## src/rtl/no_lut_node_if.sv

```systemverilog
// -----------------------------------------------------------------------------
// no_lut_node_if
// Bundle between the network controller (master) and one Boolean-network
// node (slave).
//
// Controller -> node:
//   reset_nos   network re-init strobe, loads init_state into both copies
//   init_state  initial node value used on reset_nos
//   start_s0    step request for the slow trajectory copy
//   start_s1    step request for the fast trajectory copy
//   in_s0       regulator values from the slow trajectory, bit i = regulator i
//   in_s1       regulator values from the fast trajectory
//   cfg_we      truth-table write strobe
//   cfg_lut     new truth table, bit k = output for input pattern k
// Node -> controller / neighbours:
//   s0, s1            registered slow / fast copy state
//   node_s0, node_s1  fan-out copies of s0 / s1
//   match             combinational s0 == s1
//   fixed             last fast step produced no change
//   flip_cnt          saturating count of fast-copy value changes
// -----------------------------------------------------------------------------
interface no_lut_node_if #(
    parameter int NUM_IN = 4,
    parameter int CNT_W  = 16
);
    logic                    reset_nos;
    logic                    init_state;
    logic                    start_s0;
    logic                    start_s1;
    logic [NUM_IN-1:0]       in_s0;
    logic [NUM_IN-1:0]       in_s1;
    logic                    cfg_we;
    logic [(1<<NUM_IN)-1:0]  cfg_lut;

    logic                    s0;
    logic                    s1;
    logic                    node_s0;
    logic                    node_s1;
    logic                    match;
    logic                    fixed;
    logic [CNT_W-1:0]        flip_cnt;

    // Controller side: drives strobes, inputs and configuration.
    modport master (
        output reset_nos, init_state, start_s0, start_s1,
               in_s0, in_s1, cfg_we, cfg_lut,
        input  s0, s1, node_s0, node_s1, match, fixed, flip_cnt
    );

    // Node side: consumes strobes, produces its state outputs.
    modport slave (
        input  reset_nos, init_state, start_s0, start_s1,
               in_s0, in_s1, cfg_we, cfg_lut,
        output s0, s1, node_s0, node_s1, match, fixed, flip_cnt
    );
endinterface

```

## src/rtl/no_lut_node.sv

```systemverilog
// -----------------------------------------------------------------------------
// no_lut_node
// Boolean-network node with a run-time-loadable truth table over NUM_IN
// regulator inputs. Two trajectory copies are kept: s0 (slow, steps on every
// second start_s0) and s1 (fast, steps on every start_s1). The fast copy also
// reports per-node fixed-point detection and a saturating flip counter.
//
// Ports:
//   clk  rising-edge clock
//   rst  synchronous active-high reset (restores the default OR table)
//   bus  no_lut_node_if.slave bundle (strobes, inputs, config, state outputs)
// -----------------------------------------------------------------------------
module no_lut_node #(
    parameter int NUM_IN = 4,
    parameter int CNT_W  = 16
) (
    input  logic              clk,
    input  logic              rst,
    no_lut_node_if.slave      bus
);

    localparam int LUT_W = 1 << NUM_IN;

    // Default table is the OR of all inputs: only the all-zero pattern gives 0,
    // which reproduces the legacy two-input OR node.
    localparam logic [LUT_W-1:0] LUT_DEFAULT = {{(LUT_W-1){1'b1}}, 1'b0};
    localparam logic [CNT_W-1:0] CNT_MAX     = '1;
    localparam logic [CNT_W-1:0] CNT_ONE     = CNT_W'(1);

    logic [LUT_W-1:0]  r_lut;
    logic              r_s0;
    logic              r_s1;
    logic              r_pass;
    logic              r_fixed;
    logic [CNT_W-1:0]  r_flipCnt;

    logic              w_nextS0;
    logic              w_nextS1;

    // Next values always come from the table currently held; a table written
    // in the same cycle only affects steps from the following cycle onward.
    assign w_nextS0 = r_lut[bus.in_s0];
    assign w_nextS1 = r_lut[bus.in_s1];

    // State update. rst overrides everything including a table write;
    // reset_nos re-initialises the trajectories but leaves the table alone and
    // swallows any start strobes in the same cycle. The slow copy alternates
    // between computing and holding via r_pass, so after reset_nos it updates
    // on the 1st, 3rd, 5th... start_s0, and after rst the first start only arms.
    always_ff @(posedge clk) begin
        if (rst) begin
            r_lut     <= LUT_DEFAULT;
            r_s0      <= 1'b0;
            r_s1      <= 1'b0;
            r_pass    <= 1'b0;
            r_fixed   <= 1'b0;
            r_flipCnt <= '0;
        end else begin
            if (bus.cfg_we) begin
                r_lut <= bus.cfg_lut;
            end

            if (bus.reset_nos) begin
                r_s0      <= bus.init_state;
                r_s1      <= bus.init_state;
                r_pass    <= 1'b1;
                r_fixed   <= 1'b0;
                r_flipCnt <= '0;
            end else begin
                if (bus.start_s0) begin
                    if (r_pass) begin
                        r_s0   <= w_nextS0;
                        r_pass <= 1'b0;
                    end else begin
                        r_pass <= 1'b1;
                    end
                end

                if (bus.start_s1) begin
                    r_s1    <= w_nextS1;
                    r_fixed <= (w_nextS1 == r_s1);
                    // Count changes but stick at the maximum rather than wrap.
                    if ((w_nextS1 != r_s1) && (r_flipCnt != CNT_MAX)) begin
                        r_flipCnt <= r_flipCnt + CNT_ONE;
                    end
                end
            end
        end
    end

    assign bus.s0       = r_s0;
    assign bus.s1       = r_s1;
    assign bus.node_s0  = r_s0;
    assign bus.node_s1  = r_s1;
    assign bus.match    = (r_s0 == r_s1);
    assign bus.fixed    = r_fixed;
    assign bus.flip_cnt = r_flipCnt;

endmodule

```

## src/flat_wrapper.sv

```systemverilog
// flat-port wrapper written by rule: the top's interface ports become plain ports
module no_lut_node_flat 
#(
    parameter int NUM_IN = 4,
    parameter int CNT_W  = 16
)
  (clk, rst, bus_reset_nos, bus_init_state, bus_start_s0, bus_start_s1, bus_in_s0, bus_in_s1, bus_cfg_we, bus_cfg_lut, bus_s0, bus_s1, bus_node_s0, bus_node_s1, bus_match, bus_fixed, bus_flip_cnt);
  no_lut_node_if #(.NUM_IN(NUM_IN), .CNT_W(CNT_W)) bus_i ();
  input  logic clk;
  input  logic rst;
  input wire logic [$bits(bus_i.reset_nos)-1:0] bus_reset_nos;
  input wire logic [$bits(bus_i.init_state)-1:0] bus_init_state;
  input wire logic [$bits(bus_i.start_s0)-1:0] bus_start_s0;
  input wire logic [$bits(bus_i.start_s1)-1:0] bus_start_s1;
  input wire logic [$bits(bus_i.in_s0)-1:0] bus_in_s0;
  input wire logic [$bits(bus_i.in_s1)-1:0] bus_in_s1;
  input wire logic [$bits(bus_i.cfg_we)-1:0] bus_cfg_we;
  input wire logic [$bits(bus_i.cfg_lut)-1:0] bus_cfg_lut;
  output wire logic [$bits(bus_i.s0)-1:0] bus_s0;
  output wire logic [$bits(bus_i.s1)-1:0] bus_s1;
  output wire logic [$bits(bus_i.node_s0)-1:0] bus_node_s0;
  output wire logic [$bits(bus_i.node_s1)-1:0] bus_node_s1;
  output wire logic [$bits(bus_i.match)-1:0] bus_match;
  output wire logic [$bits(bus_i.fixed)-1:0] bus_fixed;
  output wire logic [$bits(bus_i.flip_cnt)-1:0] bus_flip_cnt;
  assign bus_i.reset_nos = bus_reset_nos;
  assign bus_i.init_state = bus_init_state;
  assign bus_i.start_s0 = bus_start_s0;
  assign bus_i.start_s1 = bus_start_s1;
  assign bus_i.in_s0 = bus_in_s0;
  assign bus_i.in_s1 = bus_in_s1;
  assign bus_i.cfg_we = bus_cfg_we;
  assign bus_i.cfg_lut = bus_cfg_lut;
  assign bus_s0 = bus_i.s0;
  assign bus_s1 = bus_i.s1;
  assign bus_node_s0 = bus_i.node_s0;
  assign bus_node_s1 = bus_i.node_s1;
  assign bus_match = bus_i.match;
  assign bus_fixed = bus_i.fixed;
  assign bus_flip_cnt = bus_i.flip_cnt;
  no_lut_node #(.NUM_IN(NUM_IN), .CNT_W(CNT_W)) u_core (.clk(clk), .rst(rst), .bus(bus_i));
endmodule
```

## config.mk

```make
export PLATFORM = sky130hd
export DESIGN_NAME = no_lut_node_flat
export DESIGN_NICKNAME = d
export VERILOG_FILES = /design/src/rtl/no_lut_node_if.sv /design/src/rtl/no_lut_node.sv /design/src/flat_wrapper.sv
export SDC_FILE = /design/constraint.sdc
export NUM_CORES = 1
export LEC_CHECK = 0
export CAP_MARGIN = 20
export CELL_PAD_IN_SITES_DETAIL_PLACEMENT = 1
export CELL_PAD_IN_SITES_GLOBAL_PLACEMENT = 1
export CORE_MARGIN = 5
export CORE_UTILIZATION = 36
export CTS_CLUSTER_SIZE = 16
export DETAILED_ROUTE_END_ITERATION = 10
export PLACE_DENSITY = 0.82
export SYNTH_ARGS = -nofsm -noshare
export SYNTH_HDL_FRONTEND = slang
export SYNTH_SLANG_ARGS = --single-unit
```

## constraint.sdc

```tcl
create_clock -name clk -period 3.9 [get_ports clk]
set_clock_uncertainty 0.2 [all_clocks]
set_input_delay 0.78 -clock clk [delete_from_list [all_inputs] [get_ports clk]]
set_output_delay 0.78 -clock clk [all_outputs]
set_load 0.005 [all_outputs]
```

==> flow_results.org, run 1 <==
** Layout
- From synthesis to final layout, the design area changed by 35.10%.
- Fraction of final layout cells with drive strength greater than 1 :: under 10%
- Number of nets in the finished design :: 269
- Final design area excluding fillers :: around 2500 µm²
- Diode count :: 0

** Synthesis
- Sorting the synthesized cells by area gives the leading types as sky130_fd_sc_hd__dfxtp_1 (39%), sky130_fd_sc_hd__mux4_2 (8.4%), sky130_fd_sc_hd__a211o_1 (7.5%).
- Biggest area consumer among synthesized cells :: sky130_fd_sc_hd__dfxtp_1
- Nets in the synthesized netlist :: 221
- Warnings from Yosys :: 0
- sky130_fd_sc_hd__dfxtp_1 is the most common cell in the netlist.
- Fraction of post-synthesis cell area in the top cell type by area :: 38.58%
- Number of synthesized flops with an enable pin :: 0
- Mean instance size in the synthesized netlist :: 9.884 µm²
- Asr flop ratio synth :: 0%
- After synthesis the netlist holds a flip-flop and latch count of 36.
- Sequential elements use approximately two fifths of the synthesized area.
- Sorting the synthesized cells by how often they occur yields sky130_fd_sc_hd__dfxtp_1 (36), sky130_fd_sc_hd__nor2b_1 (18), sky130_fd_sc_hd__a211o_1 (16), sky130_fd_sc_hd__a21oi_1 (16), sky130_fd_sc_hd__o31ai_1 (11).
- Cell area after synthesis :: 1868 µm²
- Number of distinct standard cells referenced by the synthesized netlist :: 34
- In the synthesized netlist the dominant register cell turns out to be sky130_fd_sc_hd__dfxtp_1.
- The cell count after synthesis came out at 189.

** Floorplan
- Horizontal extent of the die :: 82.04 µm
- The total area inside the core boundary comes to 5075 µm².
- The die covers ~6700 µm².
- Row generation in the floorplan step produced 26 rows.
- Vertical die dimension :: 82.04 µm
- Initial Utilization :: 36.81%
- In this run the count of I/O pins placed on the die edge is 53.

** GRT
- The initial antenna violation count came to 0.
- Entering global routing, the biggest net connects 32 pins.
- Number of global-route vias before repair :: 1588
- Global routing finished with a remaining overflow of 0.
- The first global-routing pass estimated 7431 µm of wire.
- All-layer global routing usage :: 14.51%

** Clocking
- Total clock buffers created by CTS :: 5
- Hold-fix buffer count after cts :: 0
- TritonCTS built the clock tree.
- Post-CTS repair changed the size of 0 cells.
- CTS clock-pin slew for the worst setup and hold paths :: 80 ps
- In this run the deepest clock path goes through 2 buffers.
- Maximum level of the CTS H-tree :: 2
- Buffer count from post-CTS setup fixing :: 0
- For the worst-skew pair, the clock arrives at the later sink with an insertion delay of 290 ps.
- For this design, the sink count on the clock tree is 36.
- In this run the clock root is driven by a sky130_fd_sc_hd__clkbuf_8.

** Critical path
- Of all nets on the critical path, the largest fanout is 30.
- Worst Path Arrival :: 3470 ps
- The worst setup path is captured at a register.
- Worst EP required :: slightly below 4000 ps
- Walking the worst path, the cells encountered are clkdlybuf4s50_1, mux4_1, mux4_2, xnor2_2, buf_12, or4_1, a21oi_1.
- Classification of the worst setup path :: input pin to register
- Internal reg-to-reg setup slack :: 1240 ps
- For this run, the slowest stage of the critical path takes approximately 580 ps.
- For the worst flop-to-flop path, the logic depth is 6.
- For this design, the slowest cell found on the critical path is sky130_fd_sc_hd__mux4_1.
- The worst setup path is launched from an input pin.

** STA
- The final hold violation count came to 0.
- Setup total negative slack on the finished layout was measured at 0 ps.
- Max-slew headroom at the worst pin :: 32.59%
- RSZ-0062 raised after global routing :: false
- Shortest period the worst path allows :: 3458 ps
- The number of slew-limit violations in the final report is 0.
- Setup violations remaining at the end of the flow were counted as 0.
- Timing would allow up to 289.2 MHz.
- Of the available clock period, the critical path in the final layout requires ~89%.
- For the pin with the worst max-slew slack, the measured transition is 1008 ps.

** Routing
- Per-cell via count in the routed design :: 5.461
- Antenna viol nets, final :: 0
- Drt first-iter violations :: 83
- Number of vias in the routed layout :: around 1.7k
- The routed design has between 4000 and 5000 µm of wire.
- Dividing the detail-routed wire length by the instance count gives 15.67 µm.
- First drt pass iteration count :: 4
- DRC :: 0

** Status
- Result of the run :: finished, final reports clean

** Power and ir drop
- Power per cell area :: 326.3 nW/µm²
- Across the VDD grid, the largest voltage drop is approximately 0.00024 V.
- In this run the static leakage power is 0.0008206 µW.

** Run
- The tool flagged a number of max-cap violations equal to 0.

** Worst hold path
- In this run the worst hold path is classified as register to register.
- Instance count along the most critical hold path :: 2

** Placement
- Detailed Place HPWL :: 3685 µm
- At the end of routability-driven placement, the weighted congestion stood at 0.8092.
- Area after detailed placement :: 2431 µm²
- Port buffering added 52 buffers.
==> per-layer routing <==
| metal | up-vias | global-route usage [%] | wire [µm] | part of all wire (%) |
|---|---|---|---|---|
| li1 | 823 | - | - | - |
| met3 | 8 | 4.167 | 273 | 5.7 |
| met4 | 0 | 5.482 | 76 | 1.6 |
| met1 | 801 | 16.51 | 2025 | 42 |
| met2 | 50 | 25.53 | 2452 | 51 |
| met5 | - | 0 | 0 | 0 |
==> stage by stage <==
step / power (µW) / util (%) / std cells / worst slack, ps / hold slack, ps
final: 823.5 / 49.73 / 308 / 441.9 / 300.4
after CTS: 837.2 / 49.73 / 308 / 425.9 / 310.5
after global routing: 861.8 / 49.73 / 308 / 386.5 / 342.3
after detailed placement: 560.4 / 47.90 / 300 / 118.7 / 299.7
after floorplan: 494.4 / - / 189 / 886.8 / 273.6
after global placement: 555.0 / 47.90 / 300 / 241.6 / 284.8
==> worst max-delay path: cells and delay by family <==
family                    cells  cell delay (ps)
muxes                         2             1130
buffers and inverters         2              730
and+or+nand+nor               1              500
xor gates and xnor gates      1              170
AOI/OAI and AO/OA             1              150
==> sequential cells by signal, summed over array words and instances, names as in the netlist <==
register / flops
u_core.bus.flip_cnt: 16
u_core.r_lut: 16
u_core.bus.fixed: 1
u_core.bus.node_s0: 1
u_core.bus.node_s1: 1
u_core.r_pass: 1
==> cell usage in the layout (no fill, tap or decap) <==
cell | netlist | final
sky130_fd_sc_hd__nor3_1 | 2 | 2
sky130_fd_sc_hd__o21ai_1 | 4 | 4
sky130_fd_sc_hd__mux4_1 | 2 | 2
sky130_fd_sc_hd__inv_1 | 1 | 1
sky130_fd_sc_hd__xnor2_1 | 1 | 1
sky130_fd_sc_hd__nand4_1 | 5 | 5
sky130_fd_sc_hd__nor4_1 | 1 | 1
sky130_fd_sc_hd__clkinv_2 | 0 | 2
sky130_fd_sc_hd__nand4b_1 | 1 | 1
sky130_fd_sc_hd__or4_1 | 10 | 10
sky130_fd_sc_hd__ha_1 | 1 | 1
sky130_fd_sc_hd__o31ai_1 | 11 | 11
sky130_fd_sc_hd__nor2b_1 | 18 | 18
sky130_fd_sc_hd__mux4_2 | 7 | 7
sky130_fd_sc_hd__nor2_1 | 8 | 8
sky130_fd_sc_hd__xnor2_2 | 1 | 1
sky130_fd_sc_hd__a21oi_1 | 16 | 16
sky130_fd_sc_hd__dfxtp_1 | 36 | 36
sky130_fd_sc_hd__nand2_1 | 8 | 8
sky130_fd_sc_hd__nand3_1 | 6 | 6
sky130_fd_sc_hd__buf_4 | 3 | 2
sky130_fd_sc_hd__a21boi_0 | 1 | 1
sky130_fd_sc_hd__o41ai_1 | 1 | 1
sky130_fd_sc_hd__a211oi_1 | 3 | 3
sky130_fd_sc_hd__xor2_1 | 2 | 2
sky130_fd_sc_hd__clkbuf_8 | 0 | 6
sky130_fd_sc_hd__or3_1 | 6 | 6
sky130_fd_sc_hd__clkdlybuf4s50_1 | 0 | 52
sky130_fd_sc_hd__a21o_1 | 1 | 1
sky130_fd_sc_hd__a211o_1 | 16 | 16
sky130_fd_sc_hd__mux2i_1 | 4 | 4
sky130_fd_sc_hd__o41a_1 | 1 | 1
sky130_fd_sc_hd__or2_2 | 1 | 1
sky130_fd_sc_hd__buf_12 | 0 | 1
==> cell type report <==
class	instances	area, µm²
clock buffer	6	82.58
clock inverter	2	10.01
fill	584	2551
inverter	1	3.754
multi-input combinational	138	1064
sequential	36	720.7
tap	70	87.58
timing repair buffer	55	555.5
==> power by group <==
group,switching [µW],leakage [µW],internal (µW)
logic,64.0,0.000474,88.9
clock network,132,0.0000510,141
registers,14.5,0.000296,383
==> worst paths after layout <==
| kind | endpoint | start |
|---|---|---|
| max | u_core.bus.flip_cnt[11] | bus_in_s1[3] |
| min | u_core.bus.flip_cnt[15] | u_core.bus.flip_cnt[15] |
| max reg2reg | u_core.bus.flip_cnt[11] | u_core.r_lut[7] |
| min reg2reg | u_core.bus.flip_cnt[15] | u_core.bus.flip_cnt[15] |
==> kinds of logic after synthesis <==
group	synth area share [%]
and+or+nand+nor	20.23
AOI/OAI and AO/OA	20.36
DFF	38.58
buffers and inverters	4.487
muxes	13.40
xor gates and xnor gates	2.278
adders and majority gates	0.6697
Note: power is estimated with default switching activity, not from simulation.
==> run 2: changes to the inputs <==
PLACE_DENSITY = 0.87   (was 0.82)
==> run 2 against run 1 <==
  * Clock power shrank 9.9%
  * Via count grew 0.95%
  * Total power shrank 2.7%
  * Critical path type unchanged
  * Die area is the same
  * Flip-flop and latch count is the same
  * Largest power group unchanged
==> flow_results.org, run 2 (synthesized netlist as in run 1, its figures left out) <==
** Placement
- Placer Congestion :: 0.7954
- Buffers placed on the I/O ports in this run total 52.
- Detailed placement finished with a half-perimeter wire length of ~3900 µm.

** GRT
- The initial antenna violation count was 0.
- The first global-routing pass estimated roughly 8000 µm of wire.
- Across every metal layer, demand over resource in global routing totals 15.61%.
- The via count of the first global-routing pass was 1731.
- Largest net degree at the start of global routing :: 32
- Summed over all layers, the global routing overflow is 0.

** Floorplan
- Num ports :: 53
- Full die area :: 6730 µm²
- The initial utilization of the core area, before any placement, comes to 36.81%.
- The die is about 80 µm wide.
- In this run the core area contains 26 standard-cell rows.
- The floorplan step defined a core boundary enclosing 5075 µm².
- The die is 82.04 µm tall.

** Routing
- In the final routed layout, each cell accounts on average for 16.37 µm.
- Before antenna repair, the detailed router went through 4 iterations.
- Number of vias in the routed layout :: 1698
- Final wirelength :: 5041 µm
- Once detail routing completed, the nets flagged for antenna violations numbered 0.
- Drt first-iter violations :: 66
- Dividing the detail-routed via count by the number of cells gives around 5.5.
- For this run, design rule violations remaining after detail routing come to 0.

** Clocking
- After clock tree synthesis, the flow added hold-fix buffers numbering 0.
- Once the clock tree was built, the resizer swapped 0 gates to a different size.
- For this design, the sink count on the clock tree is 36.
- The number of clock buffers added by TritonCTS is 5.
- CTS clock-pin slew for the worst setup and hold paths :: about 70 ps
- The H-tree generated during clock tree synthesis spans 2 levels.
- Clock latency of the later-clocked register in the worst-skew pair :: 280 ps
- No sink is reached through more buffers than the 2 on the longest clock path.
- TritonCTS built the clock tree.
- In this run the post-CTS setup repair buffer count came out at 0.
- Root cell of the clock tree :: sky130_fd_sc_hd__clkbuf_8

** Power and ir drop
- In this run switching power makes up 25.58% of total power.
- Sequential cells account for 49.6% of the total power.
- Internal power comes to 596.3 µW.
- Power per cell area :: approximately 320 nW/µm²
- Proportion of power drawn by combinational gates :: 19.6%
- Summed over all nets, the switching power comes to 205.0 µW.
- The clock network burns 30.7% of the power.
- The design draws 801.3 µW.
- Worst supply voltage drop on vdd :: ~0.0002 V
- Leakage power total :: 0.0008156 µW

** STA
- Total negative slack :: 0 ps
- Setup repair after global routing left no endpoint under its margin.
- For the finished layout, the period the worst path requires is 3524 ps.
- For the pin with the worst max-slew slack, the measured transition is 1020 ps.
- Derived from the worst setup path, the maximum achievable clock frequency is 283.8 MHz.
- Headroom to the max-slew limit came out at 31.78%.
- Post-route clock period utilization :: about nine tenths
- Setup violations remaining at the end of the flow were counted as 0.
- Final hold violation count :: 0
- Final Max Slew Viols :: 0

** Layout
- Area added between synthesis and finish :: 34.70%
- In the final layout, the share of cells above drive strength 1 is 7.983%.
- The repair_antennas step left the layout with diodes totalling 0.
- The net count of the finished layout is 270.
- In the layout the commonest cells are sky130_fd_sc_hd__clkdlybuf4s50_1 (52), sky130_fd_sc_hd__dfxtp_1 (36), sky130_fd_sc_hd__nor2b_1 (18), sky130_fd_sc_hd__a211o_1 (16), sky130_fd_sc_hd__a21oi_1 (16).
- Leaving out fill and tap cells, the most frequent cell in the layout is sky130_fd_sc_hd__clkdlybuf4s50_1.
- Fill cell instance count of the final layout :: approximately 590

** Critical path
- Startpoint type of the worst setup path :: input pin
- At the worst endpoint, the arrival time is between 3000 and 4000 ps.
- Largest fanout on the critical path :: 7
- The worst setup path is captured at a register.
- Worst EP required :: 3910 ps
- The critical path is of the input pin to register type.

** Worst hold path
- The path class of the tightest hold or removal check is register to register.

** Run
- The tool flagged a number of max-cap violations equal to 0.

** Status
- Result of the run :: finished, final reports clean
[run 2: changes by cell type in the layout (fill, tap and decap cells not counted), sizes merged]
cell,change
buf,+1
clkinv,-1
[run 2: power groups by stage]
stage               sequential (µW)  clock (µW)  combinational [µW]
floorplan                       400           0                94.0
global placement                405           0                 153
detailed placement              406           0                 159
CTS                             398         257                 159
global route                    400         272                 169
finish                          398         246                 157
[run 2: metal layers]
layer / part of all wire, % / GRT usage (%)
met3: 4.8 / 3.947
met5: 0 / 0
met4: 1.1 / 3.987
met1: 41 / 17.58
met2: 53 / 29.00
[run 2: per-stage QoR]
step | cells | hold slack, ps | util (%) | worst slack [ps] | instance area [µm²]
6_report | 308 | 303.5 | 49.58 | 376.2 | 2516
5_1_grt | 308 | 343.0 | 49.58 | 332.4 | 2516
4_1_cts | 308 | 315.2 | 49.58 | 396.9 | 2516
3_5_place_dp | 301 | 298.4 | 48.05 | 97.35 | 2439
3_3_place_gp | 301 | 292.0 | 48.05 | 210.3 | 2439
2_1_floorplan | 189 | 273.6 | - | 886.8 | 1868
[run 2: final timing paths]
path | startpoint | end | slack (ps) | cells past startpoint
setup reg to reg | u_core.r_lut[11] | u_core.bus.flip_cnt[15] | 1190 | 6
setup / recovery | bus_in_s1[3] | u_core.bus.flip_cnt[15] | 380 | 7
hold reg to reg | u_core.bus.fixed | u_core.bus.fixed | 300 | 2
hold / removal | u_core.bus.fixed | u_core.bus.fixed | 300 | 2
[run 2: cell type report]
class | instances | area [µm²] | share of cell area, %
Clock buffer | 6 | 72.57 | 2.884
Clock inverter | 1 | 5.005 | 0.1989
Inverter | 1 | 3.754 | 0.1492
Multi-Input combinational cell | 138 | 1064 | 42.27
Sequential cell | 36 | 720.7 | 28.64
Tap cell | 70 | 87.58 | 3.481
Timing Repair Buffer | 56 | 563.0 | 22.38
[run 2: critical path: stages]
cell and delay, ps:
sky130_fd_sc_hd__clkdlybuf4s50_1 570, sky130_fd_sc_hd__mux4_1 570, sky130_fd_sc_hd__mux4_2 550, sky130_fd_sc_hd__xnor2_2 200, sky130_fd_sc_hd__buf_4 180, sky130_fd_sc_hd__or4_1 510, sky130_fd_sc_hd__a21oi_1 170
==> run 3: changes to the inputs <==
GPL_TIMING_DRIVEN = 1   (was default)
==> results of run 3 <==
Final layout, timing and power as in run 2 (identical DEF).
